File: config.mk
export PLATFORM = sky130hd
export DESIGN_NAME = rom_burst_arbiter
export DESIGN_NICKNAME = d
export VERILOG_FILES = /design/src/rtl/rom_burst_arbiter.sv
export SDC_FILE = /design/constraint.sdc
export NUM_CORES = 1
export LEC_CHECK = 0
export CAP_MARGIN = 40
export CORE_MARGIN = 2
export CORE_UTILIZATION = 60
export CTS_CLUSTER_DIAMETER = 60
export DETAILED_ROUTE_END_ITERATION = 8
export DONT_BUFFER_PORTS = 1
export HOLD_SLACK_MARGIN = 0.08
export PLACE_DENSITY = 0.72
export SLEW_MARGIN = 20
export SYNTH_ARGS = -nofsm -noshare
export SYNTH_HDL_FRONTEND = slang
export SYNTH_SLANG_ARGS = --single-unit
File: constraint.sdc
create_clock -name CLK -period 2.9 [get_ports CLK]
set_clock_uncertainty 0.15 [all_clocks]
set_input_delay 0.145 -clock CLK [delete_from_list [all_inputs] [get_ports CLK]]
set_output_delay 0.145 -clock CLK [all_outputs]
set_load 0.01 [all_outputs]
File: src/rtl/rom_burst_arbiter.sv
// Round-robin arbiter sharing one async single-port ROM between two burst-read requesters.
// Latency: grant pulse one cycle after the request edge; first word registered one edge later, then 1 word/cycle.
// Backpressure: DREADY low holds DOUT/DLAST/ROM_ADDR; the next word is captured only when the output slot frees.
module rom_burst_arbiter #(
    parameter int DATA_WIDTH = 8,
    parameter int ADDR_WIDTH = 3,
    parameter int LEN_WIDTH  = 3
) (
    input  logic                  CLK,
    input  logic                  N_RESET,
    input  logic                  REQ0,
    input  logic [ADDR_WIDTH-1:0] ADDR0,
    input  logic [LEN_WIDTH-1:0]  LEN0,
    output logic                  GNT0,
    input  logic                  REQ1,
    input  logic [ADDR_WIDTH-1:0] ADDR1,
    input  logic [LEN_WIDTH-1:0]  LEN1,
    output logic                  GNT1,
    output logic [ADDR_WIDTH-1:0] ROM_ADDR,
    input  logic [DATA_WIDTH-1:0] ROM_Q,
    output logic [DATA_WIDTH-1:0] DOUT,
    output logic                  DVALID,
    input  logic                  DREADY,
    output logic                  DLAST,
    output logic                  DOWNER,
    output logic                  BUSY
);

    localparam logic [1:0] IDLE  = 2'd0;
    localparam logic [1:0] READ  = 2'd1;
    localparam logic [1:0] DRAIN = 2'd2;

    logic [1:0]           state;
    logic                 pri;
    logic [LEN_WIDTH-1:0] rem;
    logic                 win;
    logic                 slot_free;
    logic                 last_word;
    logic                 out_done;

    // Winner: a lone requester always wins; on a tie the priority pointer decides.
    always_comb begin
        win = 1'b0;
        if (REQ0 && REQ1) begin
            win = pri;
        end else if (REQ1) begin
            win = 1'b1;
        end
    end

    // Output slot is free when empty or being consumed this edge; the final word
    // is the one captured while no further words remain.
    always_comb begin
        slot_free = !DVALID || DREADY;
        last_word = (rem == '0);
        out_done  = DVALID && DREADY;
    end

    // Control FSM: arbitration in IDLE, burst fetch in READ, last-word handoff in DRAIN.
    always_ff @(posedge CLK or negedge N_RESET) begin
        if (!N_RESET) begin
            state  <= IDLE;
            pri    <= 1'b0;
            GNT0   <= 1'b0;
            GNT1   <= 1'b0;
            DOWNER <= 1'b0;
            BUSY   <= 1'b0;
        end else begin
            GNT0 <= 1'b0;
            GNT1 <= 1'b0;
            case (state)
                IDLE: begin
                    if (REQ0 || REQ1) begin
                        state  <= READ;
                        BUSY   <= 1'b1;
                        DOWNER <= win;
                        GNT0   <= !win;
                        GNT1   <= win;
                    end
                end
                READ: begin
                    if (slot_free && last_word) begin
                        state <= DRAIN;
                    end
                end
                DRAIN: begin
                    // Loser of the last tie is favoured next time.
                    if (out_done) begin
                        state <= IDLE;
                        BUSY  <= 1'b0;
                        pri   <= ~DOWNER;
                    end
                end
                default: begin
                    state <= IDLE;
                    BUSY  <= 1'b0;
                end
            endcase
        end
    end

    // Address/length bookkeeping: load on grant, advance (wrapping) per captured word.
    always_ff @(posedge CLK or negedge N_RESET) begin
        if (!N_RESET) begin
            ROM_ADDR <= '0;
            rem      <= '0;
        end else begin
            if (state == IDLE) begin
                if (REQ0 || REQ1) begin
                    ROM_ADDR <= win ? ADDR1 : ADDR0;
                    rem      <= win ? LEN1 : LEN0;
                end
            end else if (state == READ) begin
                if (slot_free && !last_word) begin
                    ROM_ADDR <= ROM_ADDR + 1'b1;
                    rem      <= rem - 1'b1;
                end
            end
        end
    end

    // Output register: capture ROM data when the slot frees, clear after the final handshake.
    always_ff @(posedge CLK or negedge N_RESET) begin
        if (!N_RESET) begin
            DOUT   <= '0;
            DVALID <= 1'b0;
            DLAST  <= 1'b0;
        end else begin
            if (state == READ) begin
                if (slot_free) begin
                    DOUT   <= ROM_Q;
                    DVALID <= 1'b1;
                    DLAST  <= last_word;
                end
            end else if (state == DRAIN) begin
                if (out_done) begin
                    DVALID <= 1'b0;
                    DLAST  <= 1'b0;
                end
            end else begin
                DVALID <= 1'b0;
                DLAST  <= 1'b0;
            end
        end
    end

endmodule

======== After elaboration in Yosys (flattened, before gate mapping) ========
Index checks and enable logic that the tools add are counted.
operators by class
  $add $sub $neg .......................... 2
  equal/unequal tests ..................... 7
  multiplexer cells ....................... 28
  bitwise operators ....................... 2
  reduce and logical (&&, ||, !) cells .... 20
operator list
  operator                                                                number
  3-bit two-way mux                                                       10
  1-bit two-way mux                                                       13
  3-bit AND reduction                                                     3
  2-bit inequality test (second input constant)                           4
  2-bit AND reduction                                                     4
  2-bit two-way mux                                                       3
  2-bit case mux with 3 select lines                                      1
  1-bit logical AND                                                       4
  2-bit nonzero test                                                      2
  3-bit by 1-bit adder with 3-bit output (second input constant)          1
  1-bit logical NOT                                                       3
  3-bit logical NOT                                                       1
  3-bit inequality test (second input constant)                           1
  1-bit case mux with 3 select lines                                      1
  3-bit by 1-bit subtractor with 3-bit output (second input constant)     1
  2-bit by 1-bit equality test with 1-bit output (second input constant)  1
  2-bit equality test (second input constant)                             1
  2-bit logical NOT                                                       1
  1-bit logical OR                                                        2
  1-bit inverter                                                          2
word-level totals
  register bits after elaboration ......... 23
  output and inout bits ................... 17

======== Depth between registers and ports, before layout ========
Gate-level depths: netlist of run 1.
  depth after elaboration ................. 6
  mapped depth ............................ 7

======== Least setup slack after synthesis of run 1 ========
OpenSTA, ideal clock, no wires.
  path kind ............................... flip-flop to flip-flop
  from .................................... reg rem[0]
  to ...................................... reg ROM_ADDR[2]
  setup time .............................. 0.121 ns
  arrival time ............................ 1.316 ns
  required time ........................... 2.629 ns
  setup slack ............................. 1.313 ns
  cell stages (with the launch flop) ...... 8
  path buffers ............................ 1
  clock period less this slack ............ 1.587 ns
  path through ............................ dfrtp_1 -> inv_1 -> ha_1 -> nor2b_1 -> o32ai_4 -> buf_6 -> o21ai_1 -> o22a_1
on the way
  word-level cells in the longest chain between the ends .. 5
RTL lines
  what                           RTL line  RTL
  from (decl)                    35        logic [LEN_WIDTH-1:0] rem;
  from (signal assigned)         111       rem <= win ? LEN1 : LEN0;
  from (signal assigned)         116       rem <= rem - 1'b1;
  3-bit logical NOT              55        last_word = (rem == '0);
  1-bit logical NOT              114       if (slot_free && !last_word) begin
  1-bit logical AND              114
  2-bit nonzero test (no line)   -
  3-bit AND reduction (no line)  -
  to (signal assigned)           110       ROM_ADDR <= win ? ADDR1 : ADDR0;
  to (signal assigned)           115       ROM_ADDR <= ROM_ADDR + 1'b1;
  to (decl)                      19        output logic [ADDR_WIDTH-1:0] ROM_ADDR,
Every way passes these cells.
A chain may end at the register's enable or synchronous reset.

======== Worst setup path in the final report of run 1 ========
  from .................................... reg state[0]
  to ...................................... reg rem[2]
on the way
  word-level cells in the longest chain between the ends .. 3
RTL lines
  what                                                                                        RTL line  RTL
  from (decl)                                                                                 33        logic [1:0] state;
  from (signal assigned)                                                                      62        state <= IDLE;
  from (signal assigned)                                                                      74        state <= READ;
  from (signal assigned)                                                                      83        state <= DRAIN;
  2-bit by 1-bit equality test with 1-bit output / 2-bit logical NOT (equally long branches)  113, 108
  2-bit nonzero test (no line) / 2-bit inequality test (equally long branches)                -
  3-bit AND reduction (no line)                                                               -
Parallel ways exist; a longest one is shown, timed or not.

==> results.sh, run 1 <==
export IMPL_status="completed"
export IMPL_relSlewSlack=0.6679
export IMPL_switching_share=0.4010
export IMPL_reg2reg_to="rem[2]"
export IMPL_wl_per_cell_um=16.89
export IMPL_track_usage=0.2551
export IMPL_hp_class="primary input to asynchronous set/reset pin"
export IMPL_cpMaxStageDelayCell="dlygate4sd3_1"
export IMPL_cp_cell_sequence="or2_1 -> a311oi_1 -> dlygate4sd3_1 -> o22a_1"
export IMPL_yosysMostFrequentCell="dfrtp_1"
export IMPL_synth_top_area_share=0.5038
export IMPL_ctsResizeCount=0
export IMPL_drt_iter0_drc=24
export IMPL_period_share=0.7931
export IMPL_overflow=0
export IMPL_layout_nets=158
export IMPL_ys_ff_latch=23
export IMPL_clk_pin_slew_worst_paths_ns=0.12
export IMPL_ys_seq_area_frac=0.5038
export IMPL_ir_drop_v=0.0006468
export IMPL_seq_power_share=0.454
export IMPL_drive_gt1_frac=0.1163
export IMPL_dp_cells=124
export IMPL_dp_slack_ns=1.122
export IMPL_vias_per_cell=6.045
export IMPL_synth_avg_cell_area_um2=11.09
export IMPL_first_global_vias=895
export IMPL_tightestPinTransition_ns=0.4982
export IMPL_crit_type="flip-flop to flip-flop"
export IMPL_dpl_hpwl_um=1477
export IMPL_maxSlewViolCount=0
export IMPL_die_h_um=47.64
export IMPL_required_ns=3.00
export IMPL_ys_warn_count=0
export IMPL_cts_sinks=23
export IMPL_syn_to_final_growth_pct=24.75
export IMPL_syn_area_um2=1142
export IMPL_finalWeightedCongestion=0.7481
export IMPL_async_flop_share=1.000
export IMPL_crit_path_end_kind="flip-flop"
export IMPL_cts_root_buf="clkbuf_4"
export IMPL_maxCapViolations=0
export IMPL_fin_crit_ns=2.300
export IMPL_grt_max_degree=24
export IMPL_nFillCells=123
export IMPL_cp_slowest_stage_delay_ns=0.62
export IMPL_rsz0062_at_grt="false"
export IMPL_start_util=0.6475
export IMPL_reg2reg_from="state[0]"
export IMPL_critPathBufInv=1
export IMPL_final_core_util=0.8078
export IMPL_hold_buffers=25
export IMPL_reg2reg_depth=4
export IMPL_grt_first_pass_wirelength_um=3981
export IMPL_drc=0
export IMPL_ys_types=30
export IMPL_synth_edf_count=0
export IMPL_crit_cells=4
export IMPL_antenna_cells=0
export IMPL_rows=15
export IMPL_dr_total_vias=931
export IMPL_p_int_uw=829.8
export IMPL_synth_fp_nets=131
export IMPL_cts_buffers=3
export IMPL_cts_tree="yes"
export IMPL_p_comb_frac=0.441
export IMPL_r2r_setup_slack_ns=0.60
export IMPL_clock_path_buffers=2
export IMPL_clock_latency_ns=0.30
export IMPL_yosysTopAreaCell="dfrtp_1"
export IMPL_cp_max_fo=10
export IMPL_power_density_nw_per_um2=972.0
export IMPL_port_buffers=0
export IMPL_drt_pass1_iter_count=4
export IMPL_ctsHtreeMaxLevel=1
export IMPL_antenna_found_initial=0
export IMPL_finalSetupViolations=0
export IMPL_final_cells=154
export IMPL_p_switching_uw=555.5
export IMPL_cp_top_family="buffers and inverters"
export IMPL_syn_inst=103
export IMPL_final_setup_tns_ns=0
export IMPL_fmax_mhz=434.8
export IMPL_dieWidth_um=47.64
export IMPL_io_pin_count=42
export IMPL_synth_area_top_cells="dfrtp_1 (50%), mux2_2 (7.9%), ha_1 (3.3%), a311oi_1 (3.1%), a21oi_1 (2.6%)"
export IMPL_power_leakage_nw=0.6253
export IMPL_die_area_um2=2269
export IMPL_synth_commonest_cells="dfrtp_1 (23), mux2_2 (8), inv_1 (7)"
export IMPL_ys_flop_type="dfrtp_1"
export IMPL_drtAntennaViolNets=0
export IMPL_final_hold_viol_count=0
export IMPL_start_kind="flip-flop"
export IMPL_crit_arrival_ns=2.40
export IMPL_setup_ws_ns=0.6000
export IMPL_core_region_area_um2=1764
export IMPL_power_frac_clock=0.104
export IMPL_cts_setup_buffers=0
export IMPL_wl_um=2601
## placed cells by master (no fill, tap or decap)
cell type | netlist | final
a211oi_1 | 1 | 1
nor2_2 | 1 | 1
a31oi_1 | 3 | 3
o22a_1 | 3 | 3
a21boi_0 | 1 | 1
o21bai_1 | 1 | 1
a311o_1 | 1 | 1
ha_1 | 3 | 3
nand2b_1 | 3 | 3
nor2b_1 | 2 | 2
clkbuf_4 | 0 | 3
o22ai_1 | 2 | 2
a311oi_1 | 4 | 4
o21ai_0 | 6 | 6
nand2_1 | 6 | 6
dlygate4sd3_1 | 0 | 25
or2_1 | 1 | 1
nor2_1 | 6 | 6
a21oi_1 | 6 | 6
mux2i_1 | 2 | 2
dfrtp_1 | 23 | 23
clkbuf_1 | 2 | 1
xnor2_1 | 2 | 2
inv_1 | 7 | 7
mux2_2 | 8 | 8
nand2b_4 | 1 | 1
o31ai_1 | 1 | 1
o32ai_4 | 1 | 1
nor3_1 | 1 | 1
a21o_1 | 1 | 1
o21ai_1 | 2 | 2
buf_2 | 0 | 1
## state kept, by name, summed over array words and instances, names as in the netlist
name and count:
pri 1, rem 3, DOWNER 1, DVALID 1, DOUT 8, GNT0 1, ROM_ADDR 3, DLAST 1
BUSY 1, state 2, GNT1 1
## worst register-to-register path: stages (launching register included)
cell,delay [ns]
dfrtp_1,0.49
or2_1,0.43
a311oi_1,0.43
dlygate4sd3_1,0.62
o22a_1,0.13
## routing by layer
| layer | wire length (um) | track usage | vias up |
|---|---|---|---|
| li1 | - | - | 424 |
| met1 | 1011 | 0.2871 | 432 |
| met2 | 1285 | 0.4649 | 66 |
| met3 | 243 | 0.05660 | 9 |
| met4 | 60 | 0.1027 | 0 |
| met5 | 0 | 0 | - |
## metrics by stage
stage	power [mW]	hold slack [ns]	area, um^2
floorplan	1.099	-0.3006	1142
global placement	1.138	-0.3002	1144
detailed placement	1.163	-0.3001	1144
CTS	1.365	0.1817	1420
global route	1.501	0.2419	1425
finish	1.385	0.2068	1425
## cells by family (layout without fill, tap and decap cells)
logic type               count (synthesis)  count (layout)  share of synthesized area
AO/OA/AOI/OAI                           33              33                     0.2081
flip-flops                              23              23                     0.5038
AND/OR/NAND/NOR                         21              21                    0.09419
buffers and inverters                   11              37                    0.04929
multiplexers                            10              10                    0.09639
adder cells (fa/ha/maj)                  3               3                    0.03286
XOR/XNOR                                 2               2                    0.01534
## power groups by stage
stage / clock, mW / combinational, mW / sequential (mW)
finish: 0.145 / 0.612 / 0.629
global route: 0.164 / 0.681 / 0.656
CTS: 0.147 / 0.593 / 0.624
detailed placement: 0 / 0.532 / 0.631
global placement: 0 / 0.512 / 0.626
floorplan: 0 / 0.494 / 0.605
## final cells by class
type                    count  area [um^2]  area share
flip-flops and latches     23        575.6      0.4039
multi-input cells          69        510.5      0.3582
repair buffers             26        255.2      0.1791
well taps                  25        31.28     0.02195
clock buffers               4        26.28     0.01844
inverters                   7        26.28     0.01844
## worst max path at each step
stage	start	end
after floorplan	rem[0]	ROM_ADDR[2]
after global placement	rem[0]	rem[2]
after detailed placement	rem[0]	rem[2]
after CTS	state[0]	rem[0]
after global routing	state[0]	rem[2]
final	state[0]	rem[2]
No activity file was read; power rests on OpenSTA's default activity.
==> run 2: changes to the inputs <==
CORE_UTILIZATION = 54   (was 60)
PLACE_DENSITY = 0.68   (was 0.72)
clock period = 1.9 ns   (was 2.9 ns; I/O delays follow)
==> run 2 against run 1 <==
Total power is 59% higher. Worst setup slack lost 0.51 ns. Routed wire length decreased by 1.8%. Utilization is 5.7 points lower. Global-route usage is 4.0 points lower. Via count shrank 1.7%. First-iteration DRC count down 67%. Clock-buffer cell count unchanged. Largest power group is now combinational cells.
==> results.sh, run 2 (synthesis gave the netlist of run 1 again) <==
export IMPL_cts_sinks=23
export IMPL_fmax_mhz=552.5
export IMPL_wl_um=2555
export IMPL_cp_cell_sequence="inv_1 -> ha_1 -> nor2b_1 -> o32ai_4 -> buf_4 -> nor2_1 -> a31oi_1"
export IMPL_clk_pin_slew_worst_paths_ns=0.12
export IMPL_required_ns=1.98
export IMPL_clock_latency_ns=0.31
export IMPL_start_util=0.5764
export IMPL_layout_common_cells="dlygate4sd3_1 (24), dfrtp_1 (23), mux2_2 (8)"
export IMPL_dieWidth_um=50.00
export IMPL_power_total_mw=2.206
export IMPL_first_global_vias=951
export IMPL_tightestPinTransition_ns=0.4928
export IMPL_finalWeightedCongestion=0.7709
export IMPL_syn_to_final_growth_pct=30.23
export IMPL_ctsHtreeMaxLevel=1
export IMPL_hold_path_end="GNT1"
export IMPL_period_share=0.9526
export IMPL_reg_top3="DOUT x8, ROM_ADDR x3, rem x3"
export IMPL_core_region_area_um2=1982
export IMPL_hp_class="primary input to flip-flop"
export IMPL_antenna_cells=0
export IMPL_power_leakage_nw=0.6612
export IMPL_final_setup_tns_ns=0
export IMPL_drtAntennaViolNets=0
export IMPL_crit_path_end_kind="flip-flop"
export IMPL_cp_top_family="compound AO/OA/AOI/OAI gates"
export IMPL_port_buffers=0
export IMPL_start_kind="flip-flop"
export IMPL_wl_per_cell_um=15.67
export IMPL_maxCapViolations=0
export IMPL_cpMaxStageDelayCell="o32ai_4"
export IMPL_die_area_um2=2500
export IMPL_drive_gt1_frac=0.1765
export IMPL_status="completed"
export IMPL_antenna_found_initial=0
export IMPL_reg2reg_depth=7
export IMPL_crit_arrival_ns=1.89
export IMPL_dr_total_vias=915
export IMPL_grt_max_degree=24
export IMPL_largest_register_ffs=8
export IMPL_crit_type="flip-flop to flip-flop"
export IMPL_maxSlewViolCount=0
export IMPL_relSlewSlack=0.6714
export IMPL_drt_iter0_drc=8
export IMPL_reg2reg_from="rem[1]"
export IMPL_layout_nets=165
export IMPL_rsz0062_at_grt="true"
export IMPL_power_density_nw_per_um2=1483
export IMPL_critPathBufInv=2
export IMPL_grt_first_pass_wirelength_um=4112
export IMPL_track_usage=0.2150
export IMPL_cp_slowest_stage_delay_ns=0.43
export IMPL_drt_pass1_iter_count=4
export IMPL_reg2reg_to="ROM_ADDR[1]"
export IMPL_drc=0
export IMPL_dp_slack_ns=0.1151
export IMPL_r2r_setup_slack_ns=0.09
export IMPL_die_h_um=50.00
export IMPL_ir_drop_v=0.0009221
export IMPL_cts_root_buf="clkbuf_4"
export IMPL_min_from="REQ0"
export IMPL_cp_max_fo=9
export IMPL_cts_tree="yes"
export IMPL_clock_path_buffers=2
export IMPL_dpl_hpwl_um=1596
export IMPL_overflow=0
export IMPL_largest_register="DOUT"
export IMPL_vias_per_cell=5.613
export IMPL_cts_buffers=3
export IMPL_hold_slack_ns=0.06185
export IMPL_final_hold_viol_count=0
export IMPL_fin_crit_ns=1.810
export IMPL_rows=16
export IMPL_crit_cells=7
export IMPL_io_pin_count=42
export IMPL_layout_commonest_cell="dlygate4sd3_1"
export IMPL_holdPathStages=3
export IMPL_finalSetupViolations=0
export IMPL_setup_ws_ns=0.08998
==> run 2: report_power, final <==
group / total, mW / switching, mW / internal [mW]
registers: 0.932 / 0.224 / 0.708
logic: 1.05 / 0.495 / 0.553
clock network: 0.226 / 0.144 / 0.0819
total: 2.21 / 0.863 / 1.34
==> run 2: what timing repair did <==
action                     4_1_cts  5_1_grt
hold endpoints to repair        46       23
hold buffers                    25        1
setup buffers                    0        3
resized for setup                0        3
setup endpoints to repair        0        4
==> run 2: routing by layer <==
layer / wire [um] / vias up / share of wire / GRT usage
met5: 0 / - / 0 / 0
met4: 15 / 0 / 0.0059 / 0.05556
met3: 158 / 2 / 0.062 / 0.03636
met2: 1320 / 42 / 0.52 / 0.3816
met1: 1060 / 433 / 0.41 / 0.2673
li1: - / 438 / - / -
==> run 2: area by class of cell <==
class | instances | area [um^2]
clock buffers | 4 | 26.28
fillers | 142 | 494.2
inverters | 7 | 26.28
multi-input cells | 69 | 515.5
flip-flops and latches | 23 | 575.6
well taps | 27 | 33.78
repair buffers | 33 | 310.3
==> run 2: how the worst max path moves through the flow <==
| stage | startpoint | to | slack (ns) |
|---|---|---|---|
| 2_1_floorplan | rem[0] | ROM_ADDR[2] | 0.31 |
| 6_report | rem[1] | ROM_ADDR[1] | 0.09 |
| 3_3_place_gp | rem[0] | rem[2] | 0.17 |
| 5_1_grt | rem[0] | ROM_ADDR[1] | -0.04 |
| 4_1_cts | state[0] | GNT0 | 0.08 |
| 3_5_place_dp | rem[1] | rem[2] | 0.12 |
==> run 2: worst register-to-register path, stage by stage (launching register included) <==
cell	delay (ns)
dfrtp_1	0.38
inv_1	0.06
ha_1	0.17
nor2b_1	0.17
o32ai_4	0.43
buf_4	0.19
nor2_1	0.03
a31oi_1	0.15
==> run 2: per-stage QoR <==
stage	cell area, um^2	util	instances
CTS	1453	0.7330	159
floorplan	1142	-	103
detailed placement	1176	0.5934	130
global route	1488	0.7506	163
global placement	1176	0.5934	130
finish	1488	0.7506	163
